--- src/rtl/biriscv_v_pkg.sv ---
// rtl/biriscv_v_pkg.sv - shared state, operand-select and lane-count definitions for the vector issue stage
package biriscv_v_pkg;

   // Issue stage sequencing: accept, VRF read, ALU execute, writeback hold
   typedef enum logic [1:0] {
      V_IDLE = 2'd0,
      V_READ = 2'd1,
      V_EXEC = 2'd2,
      V_WB   = 2'd3
   } v_state_e;

   // Operand B sources; 2'b11 is reserved and decodes as VI
   localparam logic [1:0] VSEL_VV = 2'b00;
   localparam logic [1:0] VSEL_VX = 2'b01;
   localparam logic [1:0] VSEL_VI = 2'b10;

   // Default geometry of the vector unit
   localparam int V_VLEN = 128;
   localparam int V_ELEN = 32;

   // Number of ELEN-wide lanes in one VLEN-wide register
   function automatic int lane_count(input int vlen, input int elen);
      return vlen / elen;
   endfunction

endpackage

--- src/rtl/biriscv_v_opb_gen.sv ---
// rtl/biriscv_v_opb_gen.sv - operand B mux: vs1 data, broadcast scalar or broadcast sign-extended imm5
module biriscv_v_opb_gen
   import biriscv_v_pkg::*;
#(
   parameter int VLEN = V_VLEN,
   parameter int ELEN = V_ELEN
) (
   input  logic [1:0]      sel_i,
   input  logic [VLEN-1:0] vs1_data_i,
   input  logic [ELEN-1:0] rs1_i,
   input  logic [4:0]      imm_i,
   output logic [VLEN-1:0] opb_o
);

   localparam int LANES = lane_count(VLEN, ELEN);

   logic [ELEN-1:0] w_imm_ext;
   logic [VLEN-1:0] w_rs1_bcast;
   logic [VLEN-1:0] w_imm_bcast;

   // imm[4] is the sign bit; every lane sees the same scalar value
   assign w_imm_ext   = {{(ELEN-5){imm_i[4]}}, imm_i};
   assign w_rs1_bcast = {LANES{rs1_i}};
   assign w_imm_bcast = {LANES{w_imm_ext}};

   // Select operand B; the reserved encoding falls through to the immediate form
   always_comb begin
      opb_o = w_imm_bcast;
      case (sel_i)
         VSEL_VV: opb_o = vs1_data_i;
         VSEL_VX: opb_o = w_rs1_bcast;
         default: opb_o = w_imm_bcast;
      endcase
   end

endmodule

--- src/rtl/biriscv_v_issue.sv ---
// rtl/biriscv_v_issue.sv - vector issue/operand stage feeding the vector ALU; BIRISCV_V_ISSUE_WB_OVERLAP_EN lets a new op issue during the WB handshake
module biriscv_v_issue
   import biriscv_v_pkg::*;
#(
   parameter int VLEN   = V_VLEN,
   parameter int ELEN   = V_ELEN,
   parameter int VREG_W = 5
) (
   input  logic              clk_i,
   input  logic              rst_i,
   input  logic              issue_valid_i,
   output logic              issue_ready_o,
   input  logic [3:0]        issue_op_i,
   input  logic [1:0]        issue_sel_i,
   input  logic              issue_vm_i,
   input  logic [VREG_W-1:0] issue_vd_i,
   input  logic [VREG_W-1:0] issue_vs1_i,
   input  logic [VREG_W-1:0] issue_vs2_i,
   input  logic [ELEN-1:0]   issue_rs1_i,
   input  logic [4:0]        issue_imm_i,
   output logic [VREG_W-1:0] vrf_ra0_o,
   output logic [VREG_W-1:0] vrf_ra1_o,
   input  logic [VLEN-1:0]   vrf_rd0_i,
   input  logic [VLEN-1:0]   vrf_rd1_i,
   input  logic [VLEN-1:0]   vrf_v0_i,
   output logic [3:0]        alu_op_o,
   output logic [VLEN-1:0]   alu_a_o,
   output logic [VLEN-1:0]   alu_b_o,
   output logic [VLEN-1:0]   alu_mask_o,
   output logic              alu_vm_o,
   input  logic [VLEN-1:0]   alu_p_i,
   output logic              wb_valid_o,
   input  logic              wb_ready_i,
   output logic [VREG_W-1:0] wb_vd_o,
   output logic [VLEN-1:0]   wb_data_o
);

   v_state_e          r_state;
   v_state_e          w_state_nxt;
   logic              r_rst_done;
   logic [3:0]        r_op;
   logic [1:0]        r_sel;
   logic              r_vm;
   logic [VREG_W-1:0] r_vd;
   logic [VREG_W-1:0] r_vs1;
   logic [VREG_W-1:0] r_vs2;
   logic [ELEN-1:0]   r_rs1;
   logic [4:0]        r_imm;
   logic [VLEN-1:0]   r_wb_data;
   logic [VLEN-1:0]   w_opb;
   logic              w_accept;

   biriscv_v_opb_gen #(
      .VLEN (VLEN),
      .ELEN (ELEN)
   ) u_opb_gen (
      .sel_i      (r_sel),
      .vs1_data_i (vrf_rd1_i),
      .rs1_i      (r_rs1),
      .imm_i      (r_imm),
      .opb_o      (w_opb)
   );

   // Addresses are held from the latched op; the VRF only samples them in READ
   assign vrf_ra0_o = r_vs2;
   assign vrf_ra1_o = r_vs1;
   assign wb_vd_o   = r_vd;
   assign wb_data_o = r_wb_data;
   assign w_accept  = issue_valid_i & issue_ready_o;

   // Next-state and per-state outputs; ALU inputs are quiet except in EXEC
   always_comb begin
      w_state_nxt   = r_state;
      issue_ready_o = 1'b0;
      wb_valid_o    = 1'b0;
      alu_op_o      = '0;
      alu_a_o       = '0;
      alu_b_o       = '0;
      alu_mask_o    = '0;
      alu_vm_o      = 1'b1;
      case (r_state)
         V_IDLE: begin
            // Ready only once a clock has passed with reset released
            issue_ready_o = r_rst_done;
            if (issue_valid_i && r_rst_done) begin
               w_state_nxt = V_READ;
            end
         end
         V_READ: begin
            w_state_nxt = V_EXEC;
         end
         V_EXEC: begin
            alu_op_o    = r_op;
            alu_a_o     = vrf_rd0_i;
            alu_b_o     = w_opb;
            alu_mask_o  = vrf_v0_i;
            alu_vm_o    = r_vm;
            w_state_nxt = V_WB;
         end
         V_WB: begin
            wb_valid_o = 1'b1;
`ifdef BIRISCV_V_ISSUE_WB_OVERLAP_EN
            // Retiring result frees the stage in the same edge
            issue_ready_o = wb_ready_i;
            if (wb_ready_i) begin
               w_state_nxt = issue_valid_i ? V_READ : V_IDLE;
            end
`else
            if (wb_ready_i) begin
               w_state_nxt = V_IDLE;
            end
`endif
         end
         default: begin
            w_state_nxt = V_IDLE;
         end
      endcase
   end

   // State, latched op fields and captured ALU result
   always_ff @(posedge clk_i) begin
      if (!rst_i) begin
         r_state    <= V_IDLE;
         r_rst_done <= 1'b0;
         r_op       <= '0;
         r_sel      <= '0;
         r_vm       <= 1'b0;
         r_vd       <= '0;
         r_vs1      <= '0;
         r_vs2      <= '0;
         r_rs1      <= '0;
         r_imm      <= '0;
         r_wb_data  <= '0;
      end else begin
         r_state    <= w_state_nxt;
         r_rst_done <= 1'b1;
         if (w_accept) begin
            r_op  <= issue_op_i;
            r_sel <= issue_sel_i;
            r_vm  <= issue_vm_i;
            r_vd  <= issue_vd_i;
            r_vs1 <= issue_vs1_i;
            r_vs2 <= issue_vs2_i;
            r_rs1 <= issue_rs1_i;
            r_imm <= issue_imm_i;
         end
         if (r_state == V_EXEC) begin
            r_wb_data <= alu_p_i;
         end
      end
   end

endmodule

--- config.mk ---
export PLATFORM = sky130hd
export DESIGN_NAME = biriscv_v_issue
export DESIGN_NICKNAME = d
export VERILOG_FILES = /design/src/rtl/biriscv_v_pkg.sv /design/src/rtl/biriscv_v_opb_gen.sv /design/src/rtl/biriscv_v_issue.sv
export SDC_FILE = /design/constraint.sdc
export NUM_CORES = 1
export LEC_CHECK = 0
export ABC_CLOCK_PERIOD_IN_PS = 1700
export BUFFER_PORTS_ARGS = -buffer_cell sky130_fd_sc_hd__buf_4
export CAP_MARGIN = 20
export CORE_AREA = 2 2 435 437
export DETAILED_ROUTE_END_ITERATION = 16
export DIE_AREA = 0 0 437 439
export GPL_ROUTABILITY_DRIVEN = 0
export GPL_TIMING_DRIVEN = 1
export SLEW_MARGIN = 20
export SYNTH_ARGS = -nofsm -noshare
export SYNTH_HDL_FRONTEND = slang
export SYNTH_SLANG_ARGS = --single-unit
--- constraint.sdc ---
create_clock -name clk_i -period 1.7 [get_ports clk_i]
set_input_delay 0 -clock clk_i [delete_from_list [all_inputs] [get_ports clk_i]]
set_output_delay 0 -clock clk_i [all_outputs]
set_load 0.05 [all_outputs]
==> flow_summary.ini <==
[run_status]
status = finished, violations left
violations = negative setup slack

[layout]
final_cells = 5256
final_layout_size_suffix_gt1_share_pct = 56.5
layout.nets = 3210
area_delta_synth_final_pct = 173

[logic_synthesis]
synth_common_cells = and2_1 (261), dfxtp_1 (190), a21oi_1 (161)
ys_seq_area_share_pct = 35.4
synth_fp_nets = 1887
yosysMostFrequentCell = and2_1
yosysTopAreaCellShare_pct = 35.4
async_flop_share_pct = 0
mappedNetlistArea_sq_mm = 0.0107
synth_area_leaders = dfxtp_1 (35%), and2_1 (15%), mux2i_1 (12%)
synthDistinctLibCells = 21
synthCells = 1308
synth-edff-count = 0
synthFlopType = dfxtp_1
synth_top_cell_by_area = dfxtp_1
avgSynthCellArea_sq_um = 8.21
synth_warnings = 0
ys_ff_latch = 190

[timing]
whs_ns = 0.227
worst_pin_slew_ns = 0.763
rsz0062_at_grt = yes
setup_viol = 475
timing.final.crit_period_ns = 2.19
layout_setup_ws_ns = -0.492
fin_skew_ns = 0.0276
max_freq_mhz = 456
drv_slew = 0
fin_crit_sh_pct = 129
relSlewSlack_pct = 49.2
finalHoldViolCount = 0

[placement]
dp_cells = 4857
io_buffers = 1108
place_hpwl_mm = 157

[route]
routed_wirelength_mm = 180
vias = 17500
drt_pass1_iterations = 5
wl_per_cell_microns = 34.3
drc = 0
drtAntennaViolNets = 0
post_drt_via_cell_ratio = 3.33
drtIter0Drc = 1385

[global_routing]
antenna_found_initial = 267
grt_pass1_vias = 16100
overflow = 0
grt_first_pass_wirelength_mm = 212
grt_max_degree = 64
gr-usage-all-layers_pct = 17.9

[floorplanning]
die_h_microns = 439
start_util_pct = 5.74
row_count = 159
dieWidth_microns = 437
dieArea_sq_mm = 0.192
io_pins = 1109
core-area_sq_mm = 0.187

[flow_run]
max_cap_viol_count = 0

[clocking]
cts_num_sinks = 190
clk_pin_slew_ns = 0.13
cts.htree.levels = 4
cts_root_buf = clkbuf_16
cts_tree = done
clk_latency_ns = 0.58
clockBufferDepth = 2
cts_made_buffers = 17

[power]
leakage_nw = 11.9
powerDensity_mw_per_mm2 = 1330
ir_drop_v = 0.000599

[critical_path]
criticalPathCategory = reg -> out
start_kind = flip-flop
end_kind = output port
path_max_fanout = 11
required_ns = 1.70
arrival_ns = 2.19

[worst_hold_path]
hold_class = in -> reg
==> layer usage <==
layer | GRT usage, % | vias to the layer above | routed length, microns
li1 | - | 7031 | -
met1 | 18.8 | 8180 | 64500
met2 | 28.2 | 1551 | 80300
met3 | 11.7 | 587 | 25400
met4 | 6.56 | 156 | 8710
met5 | 2.11 | - | 1570
==> where the power goes <==
group	switching, mW	internal (mW)	total (mW)
clock	2.90	2.11	5.01
combinational	17.6	10.8	28.4
sequential	0.513	5.21	5.72
==> worst max-delay path: stages, from the launching register on <==
cell       delay (ns)
dfxtp_2          0.36
inv_2            0.06
ha_4             0.18
buf_12           0.14
buf_16           0.12
buf_16           0.15
clkbuf_16        0.24
and2_4           0.17
buf_8            0.14
==> kinds of logic after synthesis <==
kind of cell / Yosys count / synth area share [%]
fa+ha+maj: 4 / 0.466
simple gates: 643 / 34.6
mux: 130 / 12.1
buf+inv: 115 / 5.42
compound gates: 226 / 11.9
flops: 190 / 35.4
==> flip-flops by register name, indices dropped and copies added, names as in the netlist <==
register,count
vrf_ra0_o,5
r_imm,5
wb_vd_o,5
r_sel,2
r_rs1,32
r_vm,1
r_rst_done,1
vrf_ra1_o,5
r_op,4
r_state,2
wb_data_o,128
==> what timing repair did <==
item,4_1_cts,5_1_grt
hold buffers,190,0
gates resized for setup,618,137
gates cloned,17,12
hold endpoints to repair,190,0
setup buffers,27,5
endpoints found under the setup margin,461,530
pin swaps,2,2
==> cell type report <==
type | count | area (sq um)
antenna | 117 | 293
clock buffer | 17 | 425
clock inverter | 15 | 228
fill | 21000 | 158000
inverter | 3 | 11.3
multi-input combinational | 1003 | 7550
sequential | 190 | 3810
tap | 2495 | 3120
timing repair buffer | 1416 | 13900
==> through the flow <==
| step | worst slack (ns) | utilization (%) | setup TNS [ns] | area [sq um] | power, mW |
|---|---|---|---|---|---|
| final | -0.492 | 15.7 | -153.59 | 29300 | 39.1 |
| after global routing | -0.582 | 15.6 | -202.22 | 29200 | 40.3 |
| after CTS | -0.548 | 15.1 | -194.64 | 28200 | 38.3 |
| after detailed placement | -0.281 | 12.0 | -26.88 | 22500 | 27.9 |
| after global placement | -0.290 | 12.0 | -24.81 | 22500 | 27.8 |
| after floorplan | -0.145 | - | -13.15 | 10900 | 18.8 |
==> placed cells by master, fill, tap and decap left out, types with 4 or more instances in the layout <==
cell	synthesis	final
buf_4	15	858
buf_6	5	196
dlygate4sd3_1	0	190
dfxtp_1	190	186
and2_1	261	155
mux2i_1	130	130
nor2b_1	129	129
nand2b_1	129	128
nand2_1	122	122
diode_2	0	117
and2_4	0	106
buf_8	0	71
buf_12	0	65
a21oi_2	0	61
a21oi_4	0	55
a21boi_0	49	49
a21oi_1	161	45
clkbuf_16	0	27
buf_16	0	24
a21boi_1	10	10
inv_12	0	5
o21ai_4	0	4
==> final timing paths <==
path	to	slack (ns)	from	depth (start not counted)
min	r_rs1[3]$_SDFFE_PN0P_	0.23	issue_rs1_i[3]	4
max reg2reg	wb_data_o[88]$_SDFFE_PN0P_	-0.23	r_state[0]$_SDFFE_PN0P_	9
max	alu_a_o[19]	-0.49	r_state[0]$_SDFFE_PN0P_	8
min reg2reg	r_rs1[22]$_SDFFE_PN0P_	0.47	r_rs1[22]$_SDFFE_PN0P_	2
Note: power is estimated with default switching activity, not from simulation.
